$ cat src/rtl/puf_pkg.sv
// Shared definitions for the ring-oscillator PUF: array geometry, sequencer
// states and the challenge pair-slice helper.
package puf_pkg;

    localparam int N_RO      = 16;
    localparam int SEL_W     = 4;
    localparam int CNT_W     = 12;
    localparam int MAX_PAIRS = 32;
    localparam int CH_MAX_W  = MAX_PAIRS * 2 * SEL_W;

    typedef enum logic [2:0] {
        ST_IDLE,
        ST_CLEAR,
        ST_RUN,
        ST_SETTLE,
        ST_SAMPLE,
        ST_DONE
    } seq_state_t;

    // Pair k of a challenge word: {sel2, sel1}, sel1 in the low half.
    function automatic logic [2*SEL_W-1:0] pair_slice(input logic [CH_MAX_W-1:0] ch,
                                                      input int unsigned k);
        return ch[k*2*SEL_W +: 2*SEL_W];
    endfunction

endpackage

$ cat src/rtl/puf_phase_timer.sv
// Loadable down-counter that times each sequencer phase; zero marks the
// last cycle of the phase.
module puf_phase_timer #(
    parameter int W = 12
) (
    input  logic         clk,
    input  logic         srst,
    input  logic         load,
    input  logic [W-1:0] load_value,
    output logic         zero
);

    logic [W-1:0] count_reg;

    always_ff @(posedge clk) begin
        if (srst) begin
            count_reg <= '0;
        end else if (load) begin
            count_reg <= load_value;
        end else if (count_reg != '0) begin
            count_reg <= count_reg - W'(1);
        end
    end

    assign zero = (count_reg == '0);

endmodule

$ cat src/rtl/puf_challenge_sequencer.sv
// Walks the challenge pairs through clear / window / settle / sample and
// packs the oscillator comparisons into response, tie and saturation words.
module puf_challenge_sequencer
    import puf_pkg::*;
#(
    parameter int RESP_BITS = 8,   // at most MAX_PAIRS
    parameter int WINDOW    = 4095,
    parameter int CLR_CYC   = 2,
    parameter int SETTLE    = 4
) (
    input  logic                       clock,
    input  logic                       reset,
    input  logic                       start,
    input  logic [RESP_BITS*2*SEL_W-1:0] challenge,
    input  logic [CNT_W-1:0]           cnt1,
    input  logic [CNT_W-1:0]           cnt2,
    output logic [SEL_W-1:0]           ro_select1,
    output logic [SEL_W-1:0]           ro_select2,
    output logic                       ro_enable,
    output logic                       ro_reset,
    output logic                       busy,
    output logic                       done,
    output logic [RESP_BITS-1:0]       response,
    output logic [RESP_BITS-1:0]       tie_mask,
    output logic [RESP_BITS-1:0]       sat_mask
);

    localparam int MAX_LEN = (WINDOW > CLR_CYC) ? ((WINDOW > SETTLE) ? WINDOW : SETTLE)
                                                : ((CLR_CYC > SETTLE) ? CLR_CYC : SETTLE);
    localparam int TW = $clog2(MAX_LEN + 1);
    localparam int KW = (RESP_BITS > 1) ? $clog2(RESP_BITS) : 1;
    localparam logic [KW-1:0] K_LAST = KW'(RESP_BITS - 1);

    seq_state_t                    state_reg, state_next;
    logic [KW-1:0]                 k_reg, k_next;
    logic [RESP_BITS*2*SEL_W-1:0]  chal_reg, chal_next;
    logic                          timer_load, timer_zero;
    logic [TW-1:0]                 timer_value;
    logic [2*SEL_W-1:0]            pair_next;
    logic [SEL_W-1:0]              sel1_next, sel2_next;
    logic                          ro_enable_next, ro_reset_next, busy_next, done_next;
    logic                          degenerate, cnt_gt, cnt_eq, cnt_sat;

    puf_phase_timer #(.W(TW)) u_timer (
        .clk        (clock),
        .srst       (reset),
        .load       (timer_load),
        .load_value (timer_value),
        .zero       (timer_zero)
    );

    always_comb begin
        state_next = state_reg;
        k_next     = k_reg;
        chal_next  = chal_reg;
        case (state_reg)
            ST_IDLE: if (start) begin
                state_next = ST_CLEAR;
                k_next     = '0;
                chal_next  = challenge;
            end
            ST_CLEAR:  if (timer_zero) state_next = ST_RUN;
            ST_RUN:    if (timer_zero) state_next = ST_SETTLE;
            ST_SETTLE: if (timer_zero) state_next = ST_SAMPLE;
            ST_SAMPLE: begin
                if (k_reg == K_LAST) begin
                    state_next = ST_DONE;
                end else begin
                    state_next = ST_CLEAR;
                    k_next     = k_reg + KW'(1);
                end
            end
            ST_DONE:   state_next = ST_IDLE;
            default:   state_next = ST_IDLE;
        endcase
    end

    // Drive outputs are computed from the upcoming state so they register
    // in the same edge as the state itself.
    always_comb begin
        pair_next      = pair_slice(CH_MAX_W'(chal_next), 32'(k_next));
        sel1_next      = ro_select1;
        sel2_next      = ro_select2;
        if (state_next == ST_IDLE) begin
            sel1_next = '0;
            sel2_next = '0;
        end else if (state_next == ST_CLEAR && state_reg != ST_CLEAR) begin
            sel1_next = pair_next[SEL_W-1:0];
            sel2_next = pair_next[2*SEL_W-1:SEL_W];
        end
        ro_reset_next  = (state_next == ST_CLEAR);
        ro_enable_next = (state_next == ST_RUN);
        busy_next      = (state_next != ST_IDLE);
        done_next      = (state_next == ST_DONE);
        timer_load     = (state_next != state_reg);
        case (state_next)
            ST_CLEAR:  timer_value = TW'(CLR_CYC - 1);
            ST_RUN:    timer_value = TW'(WINDOW - 1);
            ST_SETTLE: timer_value = TW'(SETTLE - 1);
            default:   timer_value = '0;
        endcase
    end

    // Out-of-range selects can only occur when N_RO < 2^SEL_W.
    assign degenerate = (ro_select1 == ro_select2)
                     || ({1'b0, ro_select1} >= (SEL_W+1)'(N_RO))
                     || ({1'b0, ro_select2} >= (SEL_W+1)'(N_RO));
    assign cnt_gt  = (cnt1 > cnt2);
    assign cnt_eq  = (cnt1 == cnt2);
    assign cnt_sat = (cnt1 == '1) || (cnt2 == '1);

    always_ff @(posedge clock) begin
        if (reset) begin
            state_reg  <= ST_IDLE;
            k_reg      <= '0;
            chal_reg   <= '0;
            ro_select1 <= '0;
            ro_select2 <= '0;
            ro_enable  <= 1'b0;
            ro_reset   <= 1'b0;
            busy       <= 1'b0;
            done       <= 1'b0;
            response   <= '0;
            tie_mask   <= '0;
            sat_mask   <= '0;
        end else begin
            state_reg  <= state_next;
            k_reg      <= k_next;
            chal_reg   <= chal_next;
            ro_select1 <= sel1_next;
            ro_select2 <= sel2_next;
            ro_enable  <= ro_enable_next;
            ro_reset   <= ro_reset_next;
            busy       <= busy_next;
            done       <= done_next;
            if (state_reg == ST_IDLE && start) begin
                response <= '0;
                tie_mask <= '0;
                sat_mask <= '0;
            end else if (state_reg == ST_SAMPLE) begin
                response[k_reg] <= !degenerate && cnt_gt;
                tie_mask[k_reg] <= degenerate || cnt_eq;
                sat_mask[k_reg] <= cnt_sat;
            end
        end
    end

endmodule

$ cat config.mk
export PLATFORM = sky130hd
export DESIGN_NAME = puf_challenge_sequencer
export DESIGN_NICKNAME = d
export VERILOG_FILES = /design/src/rtl/puf_pkg.sv /design/src/rtl/puf_phase_timer.sv /design/src/rtl/puf_challenge_sequencer.sv
export SDC_FILE = /design/constraint.sdc
export NUM_CORES = 1
export LEC_CHECK = 0
export BUFFER_PORTS_ARGS = -buffer_cell sky130_fd_sc_hd__buf_2
export CORE_MARGIN = 2
export CORE_UTILIZATION = 55
export DETAILED_ROUTE_END_ITERATION = 10
export PLACE_DENSITY_LB_ADDON = 0.15
export REMOVE_ABC_BUFFERS = 1
export SYNTH_ARGS = -nofsm -noshare
export SYNTH_HDL_FRONTEND = slang
export SYNTH_SLANG_ARGS = --single-unit
$ cat constraint.sdc
create_clock -name clock -period 3.6 [get_ports clock]
set_input_delay 0.18 -clock clock [delete_from_list [all_inputs] [get_ports clock]]
set_output_delay 0.18 -clock clock [all_outputs]
set_load 0.02 [all_outputs]
==> results of run 1 <==
## power by group through the flow
stage	logic (mW)	clock network, mW	registers (mW)
2_1_floorplan	0.789	0	1.63
3_3_place_gp	1.08	0	1.63
3_5_place_dp	1.12	0	1.63
4_1_cts	1.18	1.61	1.61
5_1_grt	1.34	1.68	1.63
6_report	1.20	1.60	1.61
## critical path: stages (launching register included)
cell and delay (ns):
dfxtp_1 0.60, ha_1 0.31, nand2_1 0.13, nand3_1 0.21
a21boi_2 0.69, buf_4 0.32, mux2_2 0.35, a21oi_1 0.19
a2111o_1 0.11
## final cells by class
class,instances,area (um^2),area share
Tap cell,133,166,0.0224
Multi-Input combinational cell,494,2930,0.395
Clock inverter,13,131,0.0177
Sequential cell,118,2360,0.318
Inverter,20,75.1,0.0101
Clock buffer,19,432,0.0581
Timing Repair Buffer,197,1320,0.178
## what timing repair did
action                                 CTS  global route
resized for setup                        0             0
hold buffers                            64             0
endpoints found under the hold margin   64             0
## metrics by stage
| stage | util | setup TNS [ns] |
|---|---|---|
| global route | 0.760 | 0 |
| floorplan | - | -3.44 |
| detailed placement | 0.636 | 0 |
| global placement | 0.636 | 0 |
| finish | 0.760 | 0 |
| CTS | 0.760 | 0 |
## cell families after synthesis
group / Yosys count / synth area share
multiplexers: 49 / 0.0906
flip-flops: 118 / 0.426
XOR/XNOR: 15 / 0.0237
AND/OR/NAND/NOR: 266 / 0.216
adder cells (fa/ha/maj): 14 / 0.0316
AO/OA/AOI/OAI: 150 / 0.167
buffers and inverters: 59 / 0.0443
## worst max path at each step
stage / start / end / cells after the start
2_1_floorplan: state_reg[0] / ro_select1[0] / 6
3_3_place_gp: k_reg[1] / ro_select1[0] / 8
3_5_place_dp: k_reg[1] / ro_select1[0] / 8
4_1_cts: k_reg[1] / ro_select1[0] / 8
5_1_grt: k_reg[1] / ro_select2[1] / 8
6_report: k_reg[1] / ro_select2[1] / 8
## layer usage
metal | up-vias | GRT usage | wire [um]
met1 | 2493 | 0.332 | 6300
met2 | 190 | 0.494 | 7720
met5 | - | 0 | 0
met4 | 0 | 0.140 | 486
li1 | 2683 | - | -
met3 | 41 | 0.0627 | 719
## placed cells by master, fill, tap and decap left out, types with 3 or more instances in the layout
cell type,Yosys,routed
nor2b_1,4,4
buf_4,2,7
xnor2_1,10,10
dlygate4sd3_1,0,64
nand2_1,156,156
a2111o_1,6,6
a21oi_1,94,94
nand4_1,10,10
buf_2,7,126
nand3_1,15,15
mux2i_1,40,40
o31ai_1,3,3
a211oi_1,4,4
dfxtp_1,118,118
nor2_1,39,39
o211ai_1,4,4
ha_1,14,14
nor3_1,12,12
or3_1,7,6
xor2_1,5,5
mux2_2,8,8
inv_1,20,20
o21a_1,3,3
or2_2,3,3
a21o_1,4,4
clkinv_2,0,5
clkinvlp_4,0,5
o21ai_0,12,12
nor4_1,8,8
clkbuf_16,0,16
o32ai_1,6,6
==> flow_metrics.tcl, run 1 <==
set metrics [dict create \
    r2r-end "ro_select2[1]" \
    stdcell_area_mm2 0.00742 \
    drc_errors 0 \
    netlist_instances 671 \
    fin_total_pwr_mw 4.42 \
    htree_levels 4 \
    final_nets 953 \
    postCtsSetupBuffers 0 \
    synthTopCellsByArea "dfxtp_1 (43%), nand2_1 (11%), a21oi_1 (8.5%)" \
    slew_headroom 0.229 \
    worstMarginPinSlew_ns 1.15 \
    netlist.area_leader.share 0.426 \
    slew_viol_final 0 \
    critPathRequiredTime_ns 4.07 \
    placedCellCount 898 \
    wl_um 15200 \
    diodes 0 \
    core-area_mm2 0.00977 \
    clk_latency_ns 0.52 \
    clk_pin_slew_ns 0.06 \
    reg2reg_slack_ns 0.62 \
    p_seq_frac 0.365 \
    status "completed" \
    fillers 696 \
    postRouteAntennaNets 0 \
    setup_ws_ns 0.624 \
    power.internal_mw 2.97 \
    async_reset_ff_frac 0 \
    timing.rr.start "k_reg[1]" \
    syn-cell-area_mm2 0.00554 \
    worst-setup-path-type "reg2reg" \
    wire_per_inst_um 15.3 \
    yosysUniqueCellTypes 54 \
    cts_tree "done" \
    yosysTopAreaCell "dfxtp_1" \
    fin_cells 994 \
    ir_drop_v 0.000347 \
    p_leak_nw 3.33 \
    place_area_mm2 0.00622 \
    post-place-ws_ns 0.679 \
    yosys-top-cells-count "nand2_1 (156), dfxtp_1 (118), a21oi_1 (94)" \
    rsz0062_at_grt "no" \
    synth_seq_area_share 0.426 \
    grt_antenna_before_repair 0 \
    synth_edf_count 0 \
    rows 36 \
    place_congestion 0.875 \
    p_comb_frac 0.272 \
    num_vias 5407 \
    p_clk_frac 0.363 \
    hp-start "reset" \
    max_clock_freq_mhz 336 \
    period_share 0.827 \
    cts_buffers 17 \
    grt.overflow.total 0 \
    syn_avg_cell_area_um2 8.26 \
    maxCapViolations 0 \
    yosys_warnings 0 \
    hold_viol_final 0 \
    grt_pass1_vias 5372 \
    first_pass_iters 5 \
    setup_viol 0 \
    hpwl_um 9550 \
    swShare 0.328 \
    areaGrowthSynthToFinish_pct 34.0 \
    drt_iter0_markers 251 \
    place.port_buffers 126 \
    holdPathEnd "k_reg[0]" \
    io_pins 127 \
    grt_usage 0.285 \
    path_max_fanout 15 \
    cts.sinks 118 \
    min_path_type "in2reg" \
    synth_most_common_cell "nand2_1" \
    hold_depth 2 \
    layout-drive-gt1-share 0.215 \
    end_kind "flip-flop" \
    root_buffer "clkbuf_8" \
    cp.arrival_ns 3.44 \
    r2r_cells 8 \
    hold_ws_ns 0.0606 \
    viasPerCell 5.44 \
    synth_flop_cell "dfxtp_1" \
    largest_reg_flops 64 \
    grt_max_degree 72 \
    final.min_clock_period_ns 2.98 \
    start_util 0.567 \
    crit_path_start_kind "flip-flop" \
    clock_skew_ns 0.00718 \
    dieHeight_um 104 \
    switchingPower_mw 1.45 \
    die_w_um 104 \
    power_density_mw_per_mm2 595 \
    cts_max_path_buffers 2 \
    die-area_mm2 0.0109 \
    ys_ff_latch 118 \
    grt_pass1_wl_um 25200 \
]
Note: power is estimated with default switching activity, not from simulation.
==> run 2: changes to the inputs <==
- CORE_UTILIZATION: 55 -> 54
- clock period: 3.6 -> 3.09 ns (I/O delays scaled with it)
==> run 2 against run 1 <==
First-iteration DRC count increased by 25%. Worst setup slack worse by 0.13 ns. Sequential share of layout area is 0.34 points lower. Largest cell class unchanged.
==> flow_metrics.tcl, run 2 (synthesis results as in run 1) <==
set metrics [dict create \
    status "completed" \
    p_clk_frac 0.376 \
    reg2reg_slack_ns 0.49 \
    viasPerCell 5.45 \
    die_w_um 105 \
    end_kind "flip-flop" \
    drc_errors 0 \
    timing.rr.start "k_reg[1]" \
    r2r-end "ro_select2[0]" \
    placedCellCount 900 \
    post-place-ws_ns 0.533 \
    diodes 0 \
    swShare 0.313 \
    path_max_fanout 24 \
    cts_max_path_buffers 2 \
    final.setup.tns_ns 0 \
    cp.arrival_ns 3.00 \
    power_density_mw_per_mm2 704 \
    io_pins 127 \
    mostFrequentLayoutCells "nand2_1 (156), buf_2 (126), dfxtp_1 (118), a21oi_1 (94), dlygate4sd3_1 (67)" \
    grt_max_degree 74 \
    areaGrowthSynthToFinish_pct 35.5 \
    place_area_mm2 0.00624 \
    fin_total_pwr_mw 5.28 \
    hpwl_um 9610 \
    crit_path_start_kind "flip-flop" \
    min_path_type "in2reg" \
    stdcell_area_mm2 0.00750 \
    hold_ws_ns 0.0840 \
    place_congestion 0.833 \
    die-area_mm2 0.0111 \
    utilization 0.761 \
    drt_iter0_markers 315 \
    ir_drop_v 0.000425 \
    hold_depth 4 \
    rows 36 \
    slew_viol_final 0 \
    maxCapViolations 0 \
    period_share 0.840 \
    start_util 0.562 \
    num_vias 5442 \
    power.internal_mw 3.63 \
    p_comb_frac 0.269 \
    dieHeight_um 105 \
    grt.overflow.total 0 \
    rsz0062_at_grt "no" \
    cts-resized-gates 0 \
    clk_latency_ns 0.53 \
    grt_antenna_before_repair 0 \
    place.port_buffers 126 \
    p_seq_frac 0.355 \
    clk_pin_slew_ns 0.05 \
    hp-start "start" \
    root_buffer "clkbuf_8" \
    cts.sinks 118 \
    clock_skew_ns 0.00564 \
    hold_viol_final 0 \
    final.min_clock_period_ns 2.60 \
    switchingPower_mw 1.65 \
    grt_pass1_vias 5419 \
    cts_tree "done" \
    setup_ws_ns 0.495 \
    layout-drive-gt1-share 0.214 \
    grt_pass1_wl_um 25200 \
    max_clock_freq_mhz 385 \
    largest_reg_flops 64 \
    wire_per_inst_um 15.2 \
    critPathRequiredTime_ns 3.50 \
    setup_viol 0 \
    grt_usage 0.280 \
    fillers 704 \
    worstMarginPinSlew_ns 1.13 \
    fin_cells 998 \
    first_pass_iters 5 \
    final_nets 958 \
    worst-setup-path-type "reg2reg" \
    r2r_cells 8 \
    p_leak_nw 3.39 \
    htree_levels 4 \
    slew_headroom 0.243 \
    holdPathEnd "u_timer.count_reg[8]" \
    wl_um 15200 \
    final_common_cell "nand2_1" \
    core-area_mm2 0.00986 \
    cts_buffers 17 \
    postRouteAntennaNets 0 \
]
==> run 2: layout make-up <==
| class | count | area, um^2 | share of cell area |
|---|---|---|---|
| multi-input cells | 494 | 2930 | 0.391 |
| flip-flops and latches | 118 | 2360 | 0.315 |
| repair buffers | 202 | 1370 | 0.182 |
| clock buffers | 23 | 477 | 0.0635 |
| well taps | 133 | 166 | 0.0222 |
| clock inverters | 8 | 121 | 0.0162 |
| inverters | 20 | 75.1 | 0.0100 |
==> run 2: critical path: stages, from the launching register on <==
cell	delay, ns
dfxtp_1	0.61
ha_1	0.31
nand2_1	0.12
nand3_1	0.20
a21boi_2	0.18
buf_4	0.31
mux2i_1	0.23
a21oi_1	0.10
a2111o_1	0.41
==> run 2: what timing repair did <==
| item | 4_1_cts | 5_1_grt |
|---|---|---|
| buffers inserted | 0 | 0 |
| endpoints found under the hold margin | 65 | 0 |
| hold buffers | 67 | 0 |
==> run 2: how the worst max path moves through the flow <==
stage                            start       endpoint  slack (ns)  depth (start not counted)
after global placement        k_reg[1]  ro_select2[0]        0.63                          8
after global routing          k_reg[1]  ro_select2[0]        0.31                          8
final                         k_reg[1]  ro_select2[0]        0.49                          8
after floorplan           state_reg[0]  ro_select1[0]       -1.01                          6
after detailed placement      k_reg[1]  ro_select2[0]        0.53                          8
after CTS                     k_reg[1]  ro_select2[0]        0.53                          8
==> run 2: per-layer routing <==
metal,vias up,part of all wire,track usage
li1,2695,-,-
met1,2515,0.41,0.335
met2,186,0.50,0.476
met3,46,0.054,0.0656
met4,0,0.033,0.128
met5,-,0,0
==> run 2: power by group through the flow <==
stage | Combinational, mW | Sequential, mW | Clock [mW]
3_3_place_gp | 1.29 | 1.90 | 0
2_1_floorplan | 0.920 | 1.90 | 0
3_5_place_dp | 1.33 | 1.91 | 0
5_1_grt | 1.58 | 1.90 | 2.08
6_report | 1.42 | 1.88 | 1.99
4_1_cts | 1.40 | 1.87 | 1.99
